[src/rtl/mitm_pkg.sv]
// Shared encodings for the MITM rule engine: FSM states, spoof modes and
// the default Microwire/93Cxx header values for read and write frames.
package mitm_pkg;

    typedef enum logic [2:0] {
        ST_RESET = 3'd0,
        ST_IDLE  = 3'd1,
        ST_HDR   = 3'd2,
        ST_ADDR  = 3'd3,
        ST_DATA  = 3'd4,
        ST_DONE  = 3'd5
    } mitmStateT;

    // Each mode bit enables spoofing for one direction; both bits set spoofs
    // reads and writes alike.
    typedef enum logic [1:0] {
        MODE_OFF   = 2'd0,
        MODE_READ  = 2'd1,
        MODE_WRITE = 2'd2,
        MODE_BOTH  = 2'd3
    } mitmModeT;

    localparam int MODE_READ_BIT  = 0;
    localparam int MODE_WRITE_BIT = 1;

    // Start bit followed by the two opcode bits.
    localparam logic [2:0] READ_HDR_DEFAULT  = 3'b110;
    localparam logic [2:0] WRITE_HDR_DEFAULT = 3'b101;

endpackage

[src/rtl/mitm_addr_matcher.sv]
// Combinational hit decision: masked address compare, direction enable and
// the hit-limit budget all have to agree before a frame may be spoofed.
module mitm_addr_matcher #(
    parameter int ADDR_BITS = 9,
    parameter int HIT_W     = 8
) (
    input  logic [ADDR_BITS-1:0] addr_i,
    input  logic [ADDR_BITS-1:0] cfgAddr_i,
    input  logic [ADDR_BITS-1:0] cfgMask_i,
    input  logic                 modeOk_i,
    input  logic [HIT_W-1:0]     hitLimit_i,
    input  logic [HIT_W-1:0]     hitCount_i,
    output logic                 hit_o
);

    logic addrMatch;
    logic underLimit;

    // A cleared mask bit makes that address bit a don't-care, so an all-zero
    // mask matches every address; a zero limit means there is no budget cap.
    always_comb begin
        addrMatch  = ((addr_i ^ cfgAddr_i) & cfgMask_i) == '0;
        underLimit = (hitLimit_i == '0) || (hitCount_i < hitLimit_i);
        hit_o      = addrMatch && modeOk_i && underLimit;
    end

endmodule

[src/rtl/mitm_rule_engine.sv]
// Frame sequencer for Microwire/93Cxx MITM spoofing. Walks header, address
// and data phases on each eval pulse and, when the shadowed rule hits,
// loads MSB-aligned substitute data and raises the matching fake select.
module mitm_rule_engine
    import mitm_pkg::*;
#(
    parameter int                   MAX_DATA_SIZE   = 16,
    parameter int                   HDR_BITS        = 3,
    parameter int                   ADDR_BITS       = 9,
    parameter int                   DATA_BITS       = 8,
    parameter logic [HDR_BITS-1:0]  READ_HDR        = READ_HDR_DEFAULT,
    parameter logic [HDR_BITS-1:0]  WRITE_HDR       = WRITE_HDR_DEFAULT,
    parameter int                   HIT_W           = 8,
    parameter int                   DATA_SIZE_WIDTH = $clog2(MAX_DATA_SIZE + 1)
) (
    input  logic                       sys_clk,
    input  logic                       rst,
    input  logic                       eval,
    input  logic                       mitm_start,
    input  logic [MAX_DATA_SIZE-1:0]   real_miso_data,
    input  logic [MAX_DATA_SIZE-1:0]   real_mosi_data,
    input  logic [1:0]                 cfg_mode,
    input  logic [ADDR_BITS-1:0]       cfg_addr,
    input  logic [ADDR_BITS-1:0]       cfg_addr_mask,
    input  logic [DATA_BITS-1:0]       cfg_data,
    input  logic [HIT_W-1:0]           cfg_hit_limit,
    output logic [MAX_DATA_SIZE-1:0]   fake_miso_data,
    output logic [MAX_DATA_SIZE-1:0]   fake_mosi_data,
    output logic [DATA_SIZE_WIDTH-1:0] data_size,
    output logic                       fake_miso_select,
    output logic                       fake_mosi_select,
    output logic [HIT_W-1:0]           hit_count,
    output logic                       eval_done,
    output logic                       mitm_done
);

    mitmStateT                  state_q, state_d;
    logic [MAX_DATA_SIZE-1:0]   fakeMiso_q, fakeMiso_d;
    logic [MAX_DATA_SIZE-1:0]   fakeMosi_q, fakeMosi_d;
    logic [DATA_SIZE_WIDTH-1:0] dataSize_q, dataSize_d;
    logic                       misoSel_q, misoSel_d;
    logic                       mosiSel_q, mosiSel_d;
    logic [HIT_W-1:0]           hitCount_q, hitCount_d;
    logic                       evalDone_q, evalDone_d;
    logic                       mitmDone_q, mitmDone_d;
    logic                       opIsWrite_q, opIsWrite_d;
    mitmModeT                   shMode_q, shMode_d;
    logic [ADDR_BITS-1:0]       shAddr_q, shAddr_d;
    logic [ADDR_BITS-1:0]       shMask_q, shMask_d;
    logic [DATA_BITS-1:0]       shData_q, shData_d;
    logic [HIT_W-1:0]           shLimit_q, shLimit_d;

    logic [HDR_BITS-1:0]        hdrBits;
    logic [ADDR_BITS-1:0]       addrBits;
    logic [MAX_DATA_SIZE-1:0]   fakeAligned;
    logic                       modeOk;
    logic                       ruleHit;
    logic                       unusedOk;

    // Only the freshly shifted low bits of MOSI carry header/address; MISO is
    // sniffed for completeness but never influences the rule decision.
    always_comb begin
        hdrBits     = real_mosi_data[HDR_BITS-1:0];
        addrBits    = real_mosi_data[ADDR_BITS-1:0];
        fakeAligned = MAX_DATA_SIZE'(shData_q) << (MAX_DATA_SIZE - DATA_BITS);
        modeOk      = opIsWrite_q ? shMode_q[MODE_WRITE_BIT] : shMode_q[MODE_READ_BIT];
        unusedOk    = &{1'b0, real_miso_data, real_mosi_data};
    end

    mitm_addr_matcher #(
        .ADDR_BITS (ADDR_BITS),
        .HIT_W     (HIT_W)
    ) u_matcher (
        .addr_i     (addrBits),
        .cfgAddr_i  (shAddr_q),
        .cfgMask_i  (shMask_q),
        .modeOk_i   (modeOk),
        .hitLimit_i (shLimit_q),
        .hitCount_i (hitCount_q),
        .hit_o      (ruleHit)
    );

    // Next-state and output decode; every register holds unless its phase's
    // eval (or mitm_start in IDLE) is accepted.
    always_comb begin
        state_d     = state_q;
        fakeMiso_d  = fakeMiso_q;
        fakeMosi_d  = fakeMosi_q;
        dataSize_d  = dataSize_q;
        misoSel_d   = misoSel_q;
        mosiSel_d   = mosiSel_q;
        hitCount_d  = hitCount_q;
        evalDone_d  = evalDone_q;
        mitmDone_d  = mitmDone_q;
        opIsWrite_d = opIsWrite_q;
        shMode_d    = shMode_q;
        shAddr_d    = shAddr_q;
        shMask_d    = shMask_q;
        shData_d    = shData_q;
        shLimit_d   = shLimit_q;
        case (state_q)
            ST_RESET: begin
                evalDone_d = 1'b1;
                mitmDone_d = 1'b1;
                state_d    = ST_IDLE;
            end
            ST_IDLE: begin
                if (mitm_start) begin
                    mitmDone_d = 1'b0;
                    shMode_d   = mitmModeT'(cfg_mode);
                    shAddr_d   = cfg_addr;
                    shMask_d   = cfg_addr_mask;
                    shData_d   = cfg_data;
                    shLimit_d  = cfg_hit_limit;
                    state_d    = ST_HDR;
                end
            end
            ST_HDR: begin
                if (eval) begin
                    dataSize_d = DATA_SIZE_WIDTH'(HDR_BITS);
                    misoSel_d  = 1'b0;
                    mosiSel_d  = 1'b0;
                    state_d    = ST_ADDR;
                end
            end
            ST_ADDR: begin
                if (eval) begin
                    if (hdrBits == READ_HDR || hdrBits == WRITE_HDR) begin
                        dataSize_d  = DATA_SIZE_WIDTH'(ADDR_BITS);
                        opIsWrite_d = (hdrBits == WRITE_HDR);
                        state_d     = ST_DATA;
                    end else begin
                        mitmDone_d = 1'b1;
                        dataSize_d = '0;
                        state_d    = ST_IDLE;
                    end
                end
            end
            ST_DATA: begin
                if (eval) begin
                    dataSize_d = DATA_SIZE_WIDTH'(DATA_BITS);
                    if (ruleHit) begin
                        if (opIsWrite_q) begin
                            fakeMosi_d = fakeAligned;
                            mosiSel_d  = 1'b1;
                        end else begin
                            fakeMiso_d = fakeAligned;
                            misoSel_d  = 1'b1;
                        end
                        if (hitCount_q != '1) begin
                            hitCount_d = hitCount_q + HIT_W'(1);
                        end
                    end
                    state_d = ST_DONE;
                end
            end
            ST_DONE: begin
                if (eval) begin
                    mitmDone_d = 1'b1;
                    dataSize_d = '0;
                    misoSel_d  = 1'b0;
                    mosiSel_d  = 1'b0;
                    state_d    = ST_IDLE;
                end
            end
            default: begin
                evalDone_d = 1'b0;
                mitmDone_d = 1'b0;
                state_d    = ST_RESET;
            end
        endcase
    end

    // State and output registers; reset clears everything and abandons any
    // frame in flight.
    always_ff @(posedge sys_clk) begin
        if (rst) begin
            state_q     <= ST_RESET;
            fakeMiso_q  <= '0;
            fakeMosi_q  <= '0;
            dataSize_q  <= '0;
            misoSel_q   <= 1'b0;
            mosiSel_q   <= 1'b0;
            hitCount_q  <= '0;
            evalDone_q  <= 1'b0;
            mitmDone_q  <= 1'b0;
            opIsWrite_q <= 1'b0;
            shMode_q    <= MODE_OFF;
            shAddr_q    <= '0;
            shMask_q    <= '0;
            shData_q    <= '0;
            shLimit_q   <= '0;
        end else begin
            state_q     <= state_d;
            fakeMiso_q  <= fakeMiso_d;
            fakeMosi_q  <= fakeMosi_d;
            dataSize_q  <= dataSize_d;
            misoSel_q   <= misoSel_d;
            mosiSel_q   <= mosiSel_d;
            hitCount_q  <= hitCount_d;
            evalDone_q  <= evalDone_d;
            mitmDone_q  <= mitmDone_d;
            opIsWrite_q <= opIsWrite_d;
            shMode_q    <= shMode_d;
            shAddr_q    <= shAddr_d;
            shMask_q    <= shMask_d;
            shData_q    <= shData_d;
            shLimit_q   <= shLimit_d;
        end
    end

    assign fake_miso_data   = fakeMiso_q;
    assign fake_mosi_data   = fakeMosi_q;
    assign data_size        = dataSize_q;
    assign fake_miso_select = misoSel_q;
    assign fake_mosi_select = mosiSel_q;
    assign hit_count        = hitCount_q;
    assign eval_done        = evalDone_q;
    assign mitm_done        = mitmDone_q;

endmodule

[config.mk]
export PLATFORM = sky130hd
export DESIGN_NAME = mitm_rule_engine
export DESIGN_NICKNAME = d
export VERILOG_FILES = /design/src/rtl/mitm_pkg.sv /design/src/rtl/mitm_addr_matcher.sv /design/src/rtl/mitm_rule_engine.sv
export SDC_FILE = /design/constraint.sdc
export NUM_CORES = 1
export LEC_CHECK = 0
export CORE_MARGIN = 2
export CORE_UTILIZATION = 41
export CTS_CLUSTER_DIAMETER = 120
export DETAILED_ROUTE_END_ITERATION = 8
export PLACE_DENSITY = 0.81
export SETUP_SLACK_MARGIN = 0.02
export SKIP_CTS_REPAIR_TIMING = 1
export SYNTH_ARGS = -nofsm -noshare
export SYNTH_HDL_FRONTEND = slang
export SYNTH_SLANG_ARGS = --single-unit
[constraint.sdc]
create_clock -name sys_clk -period 2.8 [get_ports sys_clk]
set_input_delay 0.28 -clock sys_clk [delete_from_list [all_inputs] [get_ports sys_clk]]
set_output_delay 0.28 -clock sys_clk [all_outputs]
set_load 0.01 [all_outputs]
==> run summary, run 1 <==
TritonCTS buffer count - 9
Cell mode on critical path - a211o_4
Cell Area, Synth - 0.003379 sq mm
Clk_skew - 0.006789 ns
Syn. warnings - 0
Worst hold stages - 2
Setup_tns - 0 ns
Final Critical Period - 2.652 ns
M1 GR Usage - 22.52%
First-pass GRT wire length - 12.79 mm
Area growth, synth to finish - 32.84%
Placed instance count - 586
CP startpoint kind - register
Routability-driven placement congestion ratio - 0.8681
Largest net degree at the start of global routing - 37
Number of global-route vias before repair - 2806
Synthesis-stage register bit count - 71
Clock Pin Slew Worst Setup and Hold Paths - 0.08 ns
Setup violators final - 0
Routed wire length - 8.123 mm
Core area - 0.008093 sq mm
Die height - 94.79 um
Met3 Resource Use GR - 3.591%
Via count - 3022
DIE WIDTH - 94.79 um
Worst-path maximum fanout - 11
HPWL after detailed placement - 5.944 mm
Unrepaired setup endpoints after global routing - no
# H-tree levels - 3
Leak pwr - 1.644 nW
Post-Syn Instances - 413
Ratio of cells with drive above 1 in the final layout - 9.457%
CP peak stage delay - 0.51 ns
Worst-margin pin slew - 0.6587 ns
Vias per cell - 5.020
Row cnt - 33
DRT antenna net count - 0
Fmax achieved - 0.3771 GHz
Hold Vio Cnt, Final - 0
CP arrival - 2.92 ns
Input/output buffers - 79
Slew headroom - 55.79%
Max Cap Viol - 0
N_diodes - 0
Sequence of cells on the critical path - inv_1 > ha_1 > and3_4 > a221o_1 > a211o_4 > a211o_4 > or4_1 > a21oi_1
Mean Syn Cell Area - 8.183 sq um
Post-synth EDFFs - 0
Slowest-stage cell, CP - or4_1
Number of remaining DRC errors - 0
Wire per inst - 13.49 um
Gr busiest metal - met2
Reg2reg path depth - 8
Pwr/cell area - 528.2 mW/mm^2
Nets - 572
CP Class - register to register
Drt first-iter violations - 151
Clk_lat worst skew - 0.34 ns
Outcome - finished, final reports clean
Initial core utilization - 41.76%
Place WS - 0.05901 ns
CTS tree - yes
GRT Util Overall - 18.19%
Seq/Total Area, Yosys - 42.06%
Worst path required time - 3.06 ns
GR met2 Demand/Resource - 31.50%
Post-synth cell types - 51
CTS Buffer Depth - 2
Root Buffer - clkbuf_8
Fin cells - 602
1st-pass router iterations - 4
Initial antenna violation count - 0
Worst Hold Class - input pin to register
Final worst path period share - 94.70%
Ys async rst share - 0%
Die area - 0.008985 sq mm
Final worst slack - 0.1484 ns
Ports - 121
Dominant synthesized flop cell - dfxtp_1
Grt total ovfl - 0
Max-slew violations - 0
Peak VDD IR - 232.5 uV
CP Capture Type - register
Clock Sink Count - 71
-- layout make-up --
class,instances,area [sq um]
Clock buffer,10,137.6
Clock inverter,6,116.4
Fill cell,739,3603
Inverter,14,52.55
Multi-Input combinational cell,302,1728
Sequential cell,71,1425
Tap cell,105,131.4
Timing Repair Buffer,94,898.4
-- cell usage after synthesis, types with 6 or more instances --
master,count,area (sq um)
nand2_1,90,337.8
nand3_1,6,30.03
clkbuf_1,19,71.32
o21ai_0,18,90.09
xor2_1,11,96.34
dfxtp_1,71,1421
nor2_1,22,82.58
ha_1,8,100.1
inv_1,14,52.55
a21oi_1,60,300.3
mux2i_1,12,120.1
buf_4,18,135.1
-- flip-flops by register name, indices dropped and copies added, names as in the netlist, 3 cells and up --
name and cells:
hit_count 8, shLimit_q 8, fake_miso_data 8, shMask_q 9, shData_q 8, state_q 3, shAddr_q 9, fake_mosi_data 8
data_size 3
-- per-stage QoR --
stage	hold WS, ns	utilization (%)	total power, W	cell area [sq um]
5_1_grt	0.4788	55.47	0.002465	4489
3_3_place_gp	0.4431	52.18	0.001360	4223
6_report	0.4523	55.47	0.002371	4489
2_1_floorplan	0.4160	-	0.001269	3443
4_1_cts	0.4453	55.32	0.002382	4477
3_5_place_dp	0.4467	52.18	0.001369	4223
-- layer usage --
layer / wire length, um / part of all wire (%)
met2: 4069 / 50
met4: 79 / 0.97
met3: 434 / 5.3
met1: 3540 / 44
met5: 0 / 0
-- critical path, delay by kind of cell (launching register included) --
| family | cells | cell delay, ns |
|---|---|---|
| flip-flops | 1 | 0.34 |
| adder cells (fa/ha/maj) | 1 | 0.28 |
| buffers and inverters | 1 | 0.04 |
| AO/OA/AOI/OAI | 4 | 1.22 |
| AND/OR/NAND/NOR | 2 | 0.69 |
-- power by group --
| part | switching (W) | internal [W] |
|---|---|---|
| clock network | 0.000401 | 0.000622 |
| logic | 0.000148 | 0.000131 |
| registers | 0.0000250 | 0.00104 |
-- final timing paths --
| path | to | from | slack (ns) |
|---|---|---|---|
| max | hit_count[6] | shLimit_q[7] | 0.15 |
| min | data_size[3] | rst | 0.45 |
| max reg2reg | hit_count[6] | shLimit_q[7] | 0.15 |
| min reg2reg | shMask_q[0] | shMask_q[0] | 0.46 |
-- layout by cell type, fill, tap and decap left out, drive strengths merged, types with 2 or more instances in the layout --
master         Yosys  routed
nor4               2       2
and2               2       2
dfxtp             71      71
and3               4       4
inv               14      15
clkbuf            20      10
mux2               2       2
or4                2       2
conb               1      18
a211o              2       2
a22o               2       2
clkdlybuf4s50      0      78
buf               21      16
nand2b             4       4
ha                 8       8
mux2i             12      12
o21ai             19      19
a32o               2       2
a22oi              4       4
nor3               4       4
bufinv             0       3
xor2              11      11
nand2             90      90
a21oi             60      60
o31ai              3       3
a2111oi            3       3
clkinv             0       2
nor2              22      22
nand3              7       7
or3                5       5
o41ai              2       2
a21o               2       2
-- cell families after synthesis --
logic type	Yosys count	synth area share, %
AO/OA/AOI/OAI	103	19.22
XOR/XNOR	11	2.851
adder cells (fa/ha/maj)	8	2.962
buffers and inverters	57	9.108
flip-flops	71	42.06
multiplexers	14	4.221
other	1	0.1110
AND/OR/NAND/NOR	148	19.47
(Power assumes the default switching activity.)
==> inputs of run 2 (changes only) <==
--- a/config.mk
+++ b/config.mk
@@ -5,9 +5,11 @@
 export SDC_FILE = /design/constraint.sdc
 export NUM_CORES = 1
 export LEC_CHECK = 0
+export CAP_MARGIN = 20
 export CORE_MARGIN = 2
 export CORE_UTILIZATION = 41
 export CTS_CLUSTER_DIAMETER = 120
+export CTS_CLUSTER_SIZE = 28
 export DETAILED_ROUTE_END_ITERATION = 8
 export PLACE_DENSITY = 0.81
 export SETUP_SLACK_MARGIN = 0.02
==> results of run 2 <==
Final layout, timing and power as in run 1 (identical DEF).
==> inputs of run 3 (changes only) <==
==> constraint.sdc (replaced) <==
create_clock -name sys_clk -period 3 [get_ports sys_clk]
set_input_delay 0.3 -clock sys_clk [delete_from_list [all_inputs] [get_ports sys_clk]]
set_output_delay 0.3 -clock sys_clk [all_outputs]
set_load 0.01 [all_outputs]
==> run 3 against run 2 <==
Net effect: final area down 0.95%; register-to-register slack better by 0.02 ns; non-clock buffer count decreased by 3; via count grew 1.7%; count of clock-buffer cells in the layout fell by 1; routed wire length is 0.11% higher; clock power shrank 15%; combinational power shrank 7%; die area did not move; sequential share of layout area up 0.22 points; largest power group unchanged.
==> run summary, run 3 (synthesis gave the netlist of run 1 again) <==
Outcome - finished, final reports clean
TritonCTS buffer count - 9 (unchanged)
Worst hold stages - 2 (unchanged)
Leak pwr - 1.619 nW (-1.5%)
Clk_lat worst skew - 0.35 ns (about the same)
Final worst slack - 0.1715 ns (+0.02316 ns)
CP Class - register to register
Largest net degree at the start of global routing - 46 (+24%)
Final Critical Period - 2.828 ns (+0.1768 ns)
Initial antenna violation count - 0 (unchanged)
GRT Util Overall - 18.65% (+0.46 points)
Most frequent cells in the layout - 90 x nand2_1, 78 x clkdlybuf4s50_1, 71 x dfxtp_1
Slew headroom - 44.68% (-11 points)
Placed instance count - 583 (-0.51%)
Final hold slack - 0.4597 ns (+0.007410 ns)
Ratio of cells with drive above 1 in the final layout - 8.097% (-1.4 points)
Met1 wire length - 3.543 mm (about the same)
Pwr/cell area - 479.1 mW/mm^2 (-9.3%)
CP arrival - 3.10 ns (+0.18 ns)
Root Buffer - clkbuf_8
Clock Sink Count - 71 (unchanged)
Reg2Reg Capture Point - hit_count[6]
CP Launch Point - hit_count[5]
Die height - 94.79 um (unchanged)
Final worst path period share - 94.28% (-0.42 points)
Input/output buffers - 79 (unchanged)
Core area - 0.008093 sq mm (unchanged)
1st-pass router iterations - 5 (+1)
# H-tree levels - 3 (unchanged)
Area growth, synth to finish - 31.58%
Die area - 0.008985 sq mm (unchanged)
Commonest non-fill, non-tap cell in the layout - nand2_1
Max-slew violations - 0 (unchanged)
Routed wire length - 8.132 mm (+0.11%)
Vias per cell - 5.130 (+2.2%)
Worst-margin pin slew - 0.8298 ns (+0.1710 ns)
Number of remaining DRC errors - 0 (unchanged)
Number of global-route vias before repair - 2846 (+1.4%)
Wire per inst - 13.58 um (+0.61%)
Place WS - 0.2118 ns (+0.1528 ns)
N_diodes - 0 (unchanged)
Largest regs - shAddr_q: 9 flops, shMask_q: 9 flops
Fmax achieved - 0.3535 GHz (-6.3%)
Met2 WL - 3.995 mm (-1.8%)
Worst-path maximum fanout - 11 (unchanged)
Unrepaired setup endpoints after global routing - no
DIE WIDTH - 94.79 um (unchanged)
Setup_tns - 0 ns (unchanged)
Row cnt - 33 (unchanged)
Final core utilization - 54.95% (-0.53 points)
HPWL after detailed placement - 5.899 mm (-0.76%)
Clock Pin Slew Worst Setup and Hold Paths - 0.08 ns (about the same)
Hold Path Origin - shMask_q[0]
Worst Hold Class - register to register
CTS Buffer Depth - 2 (unchanged)
Grt total ovfl - 0 (unchanged)
Worst path required time - 3.27 ns (+0.21 ns)
DRT antenna net count - 0 (unchanged)
Hold Crit Endpoint - shMask_q[0]
Reg2reg path depth - 7 (-1)
Setup violators final - 0 (unchanged)
Initial core utilization - 41.76% (unchanged)
CP startpoint kind - register
Wire length on met3 - 439 um (+1.2%)
Max Cap Viol - 0 (unchanged)
Via count - 3073 (+1.7%)
Drt first-iter violations - 107 (-29%)
Ports - 121 (unchanged)
Peak VDD IR - 294.0 uV (+26%)
Fin cells - 599 (-0.50%)
Routability-driven placement congestion ratio - 0.8451 (-2.6%)
CTS tree - yes
First-pass GRT wire length - 12.96 mm (+1.3%)
CP Capture Type - register
Reg2reg start - hit_count[5]
Top layer used by detailed routing - met4
Nets - 569 (-0.52%)
Hold Vio Cnt, Final - 0 (unchanged)
Reg2Reg Setup Slack - 0.17 ns (+0.02 ns)
Clk_skew - 0.006844 ns (+0.00005499 ns)
-- run 3: cell types whose count changed in the layout (fill, tap and decap cells not counted), sizes merged --
cell / previous run / this run
buf: 16 / 13
clkinv: 2 / 1
bufinv: 3 / 2
clkinvlp: 0 / 1
clkbuf: 10 / 9
inv: 15 / 17
-- run 3: routing by layer --
layer	up-vias	track usage, %
li1	1528	-
met1	1429	23.19
met2	100	30.38
met3	16	4.310
met4	0	9.058
met5	-	0
-- run 3: worst max-delay path: stages, from the launching register on --
cell and delay (ns):
dfxtp_1 0.44, ha_1 0.27, and3_4 0.18, a221o_1 0.36
a211o_4 0.39, a211o_1 0.42, or4_1 0.54, a21oi_1 0.16
-- run 3: cell type report --
cell class	instances	area [sq um]
fillers	728	3646
multi-input cells	302	1719
flip-flops and latches	71	1421
repair buffers	91	895.9
well taps	105	131.4
clock buffers	9	123.9
clock inverters	7	102.6
inverters	14	52.55
-- run 3: worst max path at each step --
stage          depth (start not counted)                  to  slack [ns]
2_1_floorplan                          7  fake_mosi_data[10]        0.36
3_3_place_gp                           8        hit_count[3]        0.29
3_5_place_dp                           8        hit_count[6]        0.21
4_1_cts                                8        hit_count[6]        0.19
5_1_grt                                8        hit_count[6]        0.07
6_report                               7        hit_count[6]        0.17
-- run 3: metrics by stage --
step | instance area, sq um | power (W)
4_1_cts | 4447 | 0.002148
6_report | 4447 | 0.002130
3_5_place_dp | 4220 | 0.001280
2_1_floorplan | 3443 | 0.001184
3_3_place_gp | 4193 | 0.001265
5_1_grt | 4447 | 0.002219
-- run 3: report_power, final --
group,switching (W),internal (W)
logic,0.000135,0.000124
clock network,0.000392,0.000478
registers,0.0000267,0.000973
total,0.000555,0.00158
==> RTL edit 1, RTL diff (flow settings as in run 2) <==
The 6 states of `mitmStateT` get a one-hot encoding in 6 bits.
--- a/src/rtl/mitm_pkg.sv
+++ b/src/rtl/mitm_pkg.sv
@@ -2,13 +2,13 @@
 // the default Microwire/93Cxx header values for read and write frames.
 package mitm_pkg;
 
-    typedef enum logic [2:0] {
-        ST_RESET = 3'd0,
-        ST_IDLE  = 3'd1,
-        ST_HDR   = 3'd2,
-        ST_ADDR  = 3'd3,
-        ST_DATA  = 3'd4,
-        ST_DONE  = 3'd5
+    typedef enum logic [5:0] {
+        ST_RESET = 6'b000001,
+        ST_IDLE  = 6'b000010,
+        ST_HDR   = 6'b000100,
+        ST_ADDR  = 6'b001000,
+        ST_DATA  = 6'b010000,
+        ST_DONE  = 6'b100000
     } mitmStateT;
 
     // Each mode bit enables spoofing for one direction; both bits set spoofs
Formal check against the unedited RTL: same outputs for any inputs over 10 cycles, from zero or initial values and one cycle with rst high; not proved beyond that.
==> RTL edit 1 against run 2 <==
- count of clock-buffer cells in the layout is 1 lower
- critical endpoint unchanged
- sequential cell count grew 3
- routed wire length increased by 11%
- synthesized area increased by 8.8%
- worst setup slack better by 0.27 ns
- final area grew 3.7%
- total power is 4.0% lower
==> RTL edit 1: results (changes against run 2) <==
GLOBAL ROUTE
---------------------------------------------------------------------------
Global-route wire length before repair .......................     14900 um   +16%
Total routing resource utilization after global routing ......        18.6%   +0.44 points
Pin count of the biggest net entering global routing .........           39   +5.4%
Number of global-route vias before repair ....................         3310   +18%

TIMING
---------------------------------------------------------------------------
Worst-case headroom to the max-slew limit ....................        52.9%   -2.9 points
Worst Skew ...................................................    0.0113 ns   +0.00449 ns

ROUTING
---------------------------------------------------------------------------
Total detailed-routing wirelength ............................      9020 um   +11%
Number of detailed-route iterations in the first pass ........            5   +1
Total via count after detailed routing .......................         3480   +15%
DRT iter0 DRCs ...............................................          206   +36%

CRITICAL PATH
---------------------------------------------------------------------------
Crit path max fanout .........................................           30   +19
Slowest cell on the critical path ............................ sky130_fd_sc_hd__dfxtp_1
Delay contributed by the slowest stage of the critical path ..      0.48 ns   -0.03 ns

LAYOUT
---------------------------------------------------------------------------
Number of filler cells placed in the layout ..................          795   +7.6%
Share of layout cells above drive strength 1 .................        5.99%   -3.5 points
Final net count ..............................................          609   +6.5%

HOLD PATH
---------------------------------------------------------------------------
Worst min path class ......................................... flop to flop

PWR
---------------------------------------------------------------------------
VDD IR-drop max ..............................................     0.289 mV   +24%

PLACE
---------------------------------------------------------------------------
Cell count after placement ...................................          626   +6.8%
Area after DPL ...............................................  0.00444 mm2   +5.1%
Pre-CTS setup slack ..........................................     0.433 ns   +0.374 ns
RD Place Congestion ..........................................        0.866   -0.23%
DPL Wire Length ..............................................      6500 um   +9.3%

SYNTHESIS
---------------------------------------------------------------------------
Share of synthesized area occupied by flip-flops and latches .        40.3%   -1.8 points
Leading post-synthesis cells by instance count ............... sky130_fd_sc_hd__nand2_1, sky130_fd_sc_hd__dfxtp_1, sky130_fd_sc_hd__a21oi_1, sky130_fd_sc_hd__o21ai_0, sky130_fd_sc_hd__nand4_1
Synthesized area divided by synthesized cell count ...........     7.94 um2   -3.0%

OUTCOME
---------------------------------------------------------------------------
Result of the run ............................................    completed

RTL edit 1: cell type report:
class                           instances  area (um2)  share of cell area [%]
Multi-Input combinational cell        345        1930                    41.5
Sequential cell                        74        1480                    31.8
Timing Repair Buffer                   86         838                    18.0
Tap cell                              108         135                    2.90
Clock buffer                            9         124                    2.66
Clock inverter                          7        93.8                    2.02
Inverter                               13        48.8                    1.05
RTL edit 1: kinds of logic after synthesis:
logic type,after synthesis,share of synthesized area (%)
AND/OR/NAND/NOR,183,25.5
XOR/XNOR,15,3.57
buffers and inverters,61,8.85
flip-flops,74,40.3
adder cells (fa/ha/maj),8,2.72
multiplexers,4,1.16
other,1,0.102
AO/OA/AOI/OAI,117,17.8
RTL edit 1: report_power, final:
| part | switching (W) | total [W] | internal (W) |
|---|---|---|---|
| logic | 0.000140 | 0.000264 | 0.000124 |
| registers | 0.0000352 | 0.00111 | 0.00108 |
| clock network | 0.000399 | 0.000898 | 0.000500 |
RTL edit 1: routing by layer:
metal	share of wire [%]	wire length, um	up-vias	GRT usage [%]
met5	0	0	-	0
li1	-	-	1721	-
met4	0.81	73	0	6.74
met2	50	4510	116	31.5
met1	43	3900	1631	23.2
met3	6.0	538	12	4.54
RTL edit 1: final timing paths:
check | from | endpoint | slack, ns | cells past startpoint
max | hit_count[7]$_SDFFE_PP0P_ | hit_count[6]$_SDFFE_PP0P_ | 0.42 | 8
min | shMode_q[1]$_SDFFE_PP0P_ | shMode_q[1]$_SDFFE_PP0P_ | 0.45 | 2
max reg2reg | hit_count[7]$_SDFFE_PP0P_ | hit_count[6]$_SDFFE_PP0P_ | 0.42 | 8
min reg2reg | shMode_q[1]$_SDFFE_PP0P_ | shMode_q[1]$_SDFFE_PP0P_ | 0.45 | 2
==> RTL edit 2, RTL diff (flow settings as in run 2) <==
Without the edit above. `HIT_W` is set to 8 in 2 places; all go to 9.
--- a/src/rtl/mitm_addr_matcher.sv
+++ b/src/rtl/mitm_addr_matcher.sv
@@ -2,7 +2,7 @@
 // the hit-limit budget all have to agree before a frame may be spoofed.
 module mitm_addr_matcher #(
     parameter int ADDR_BITS = 9,
-    parameter int HIT_W     = 8
+    parameter int HIT_W     = 9
 ) (
     input  logic [ADDR_BITS-1:0] addr_i,
     input  logic [ADDR_BITS-1:0] cfgAddr_i,
--- a/src/rtl/mitm_rule_engine.sv
+++ b/src/rtl/mitm_rule_engine.sv
@@ -10,7 +10,7 @@
     parameter int                   DATA_BITS       = 8,
     parameter logic [HDR_BITS-1:0]  READ_HDR        = READ_HDR_DEFAULT,
     parameter logic [HDR_BITS-1:0]  WRITE_HDR       = WRITE_HDR_DEFAULT,
-    parameter int                   HIT_W           = 8,
+    parameter int                   HIT_W           = 9,
     parameter int                   DATA_SIZE_WIDTH = $clog2(MAX_DATA_SIZE + 1)
 ) (
     input  logic                       sys_clk,
Interface: changed (resized cfg_hit_limit and hit_count); port bits go from 121 to 123. No check against the original RTL was run, so the function may have changed too.
==> RTL edit 2 against run 2 <==
- via count fell by 1.1%
- routed wire length down 6.4%
- clock skew grew 0.0035 ns
- synthesized area increased by 1.5%
- worst hold slack worse by 0.12 ns
- worst setup slack better by 0.15 ns
- sequential cell count grew 2
- final area grew 1.0%
- total power increased by 0.38%
- combinational power increased by 2%
- critical endpoint is now hit_count[5]$_SDFFE_PP0P_
- largest power group unchanged
==> RTL edit 2: results (changes against run 2) <==
OUTCOME
--------------------------------------------------------------------------------------
Result of the run .......................................................    completed

GLOBAL ROUTE
--------------------------------------------------------------------------------------
Global-route wire length before repair ..................................     12500 um   -2.1%
Number of global-route vias before repair ...............................         2810   +0.14%
Pin count of the biggest net entering global routing ....................           34   -8.1%
Total routing resource utilization after global routing .................        17.5%   -0.69 points

SYNTHESIS
--------------------------------------------------------------------------------------
Async set-or-reset flop fraction in the synthesized netlist .............           0%   unchanged
YS warnings .............................................................            0   unchanged
Synth top area cells .................................................... sky130_fd_sc_hd__dfxtp_1, sky130_fd_sc_hd__nand2_1, sky130_fd_sc_hd__a21oi_1
Leading post-synthesis cells by instance count .......................... sky130_fd_sc_hd__nand2_1, sky130_fd_sc_hd__dfxtp_1, sky130_fd_sc_hd__a21oi_1, sky130_fd_sc_hd__nor2_1, sky130_fd_sc_hd__mux2i_1
Share of synthesized area occupied by flip-flops and latches ............        42.6%   +0.55 points
Number of distinct standard cells referenced by the synthesized netlist .           40   -22%

CLOCK NETWORK
--------------------------------------------------------------------------------------
Clock transition at path regs ...........................................      0.08 ns   about the same
Worst skew pair latency .................................................      0.34 ns   about the same
Clock tree buffer depth .................................................            2   unchanged
CTS H-Tree Depth ........................................................            3   unchanged
Root Driver ............................................................. sky130_fd_sc_hd__clkbuf_8

PLACE
--------------------------------------------------------------------------------------
# port buffers ..........................................................           81   +2.5%
DPL Wire Length .........................................................      5530 um   -7.0%
Area after DPL ..........................................................  0.00429 mm2   +1.7%
RD Place Congestion .....................................................        0.837   -3.6%

LAYOUT
--------------------------------------------------------------------------------------
Share of layout cells above drive strength 1 ............................        6.06%   -3.4 points
Final net count .........................................................          574   +0.35%
Ant diodes ..............................................................            0   unchanged

PWR
--------------------------------------------------------------------------------------
Lkg Pwr .................................................................      1.79 nW   +9.1%
Internal power component ................................................    0.00182 W   +1.2%
VDD IR-drop max .........................................................     0.275 mV   +18%

CRITICAL PATH
--------------------------------------------------------------------------------------
Crit path max fanout ....................................................            8   -3
Data arrival time of the worst path .....................................      2.73 ns   -0.19 ns
Delay contributed by the slowest stage of the critical path .............      0.55 ns   +0.04 ns
Slowest cell on the critical path ....................................... sky130_fd_sc_hd__a2111oi_4
Number of cells on the worst reg-to-reg path ............................            8   unchanged

ROUTING
--------------------------------------------------------------------------------------
Avg WL per Cell .........................................................      12.7 um   -6.1%
Number of detailed-route iterations in the first pass ...................            5   +1
Post-DR vias/cell .......................................................         4.98   -0.73%
DRT iter0 DRCs ..........................................................           94   -38%

TIMING
--------------------------------------------------------------------------------------
Slew at the pin closest to its max-slew limit ...........................     0.647 ns   -0.0113 ns
Achievable frequency ....................................................      400 MHz   +6.1%
Worst Skew ..............................................................    0.0103 ns   +0.00350 ns

HOLD PATH
--------------------------------------------------------------------------------------
Worst min path class .................................................... input port to flop
Number of cells on the worst hold path ..................................            2   unchanged

[RTL edit 2: power by group through the flow]
stage | combinational, W | sequential, W | clock [W]
3_3_place_gp | 0.000279 | 0.00112 | 0
2_1_floorplan | 0.000185 | 0.00112 | 0
6_report | 0.000284 | 0.00110 | 0.000994
4_1_cts | 0.000287 | 0.00110 | 0.00101
3_5_place_dp | 0.000285 | 0.00113 | 0
5_1_grt | 0.000316 | 0.00111 | 0.00106
[RTL edit 2: layout make-up]
type                    instances  area, um2
fillers                       748       3640
multi-input cells             306       1780
flip-flops and latches         73       1460
repair buffers                 89        878
clock buffers                  10        138
well taps                     105        131
clock inverters                 5        104
inverters                      12       45.0
[RTL edit 2: worst max-delay path, delay by kind of cell (launching register included)]
family                   cells  cell delay, ns
multiplexers                 1            0.34
adder cells (fa/ha/maj)      1            0.28
buffers and inverters        1            0.05
AO/OA/AOI/OAI                4            1.18
flip-flops                   1            0.37
AND/OR/NAND/NOR              1            0.18
[RTL edit 2: per-stage QoR]
stage          util (%)  power [W]  instances  worst slack [ns]
2_1_floorplan         -    0.00130        430             0.417
3_3_place_gp       52.5    0.00140        585             0.211
3_5_place_dp       52.5    0.00141        585             0.175
4_1_cts            55.5    0.00240        600             0.277
5_1_grt            55.5    0.00248        600            0.0895
6_report           55.5    0.00238        600             0.301
[RTL edit 2: path summary, 6_finish.rpt]
kind                                                 from                   endpoint  slack (ns)
worst max-delay path            shLimit_q[4]$_SDFFE_PP0P_  hit_count[5]$_SDFFE_PP0P_        0.30
worst min-delay path                                  rst  hit_count[0]$_SDFFE_PP0P_        0.33
worst max register to register  shLimit_q[4]$_SDFFE_PP0P_  hit_count[5]$_SDFFE_PP0P_        0.30
worst min register to register   shMask_q[7]$_SDFFE_PP0P_   shMask_q[7]$_SDFFE_PP0P_        0.46
[RTL edit 2: metal layers]
metal	track usage [%]	up-vias	wire length, um
li1	-	1523	-
met1	21.4	1385	3410
met2	29.3	73	3680
met3	4.66	9	412
met4	7.02	0	99
met5	0	-	0
[RTL edit 2: cell families (layout without fill, tap and decap cells)]
kind of cell	count (synthesis)	after routing	share of synthesized area, %
AOI/OAI and AO/OA	84	84	15.4
xor gates and xnor gates	12	12	3.06
adders and majority gates	10	10	3.65
buffers and inverters	51	116	7.55
DFF	73	73	42.6
muxes	26	26	7.77
other	1	18	0.109
and+or+nand+nor	156	156	19.8
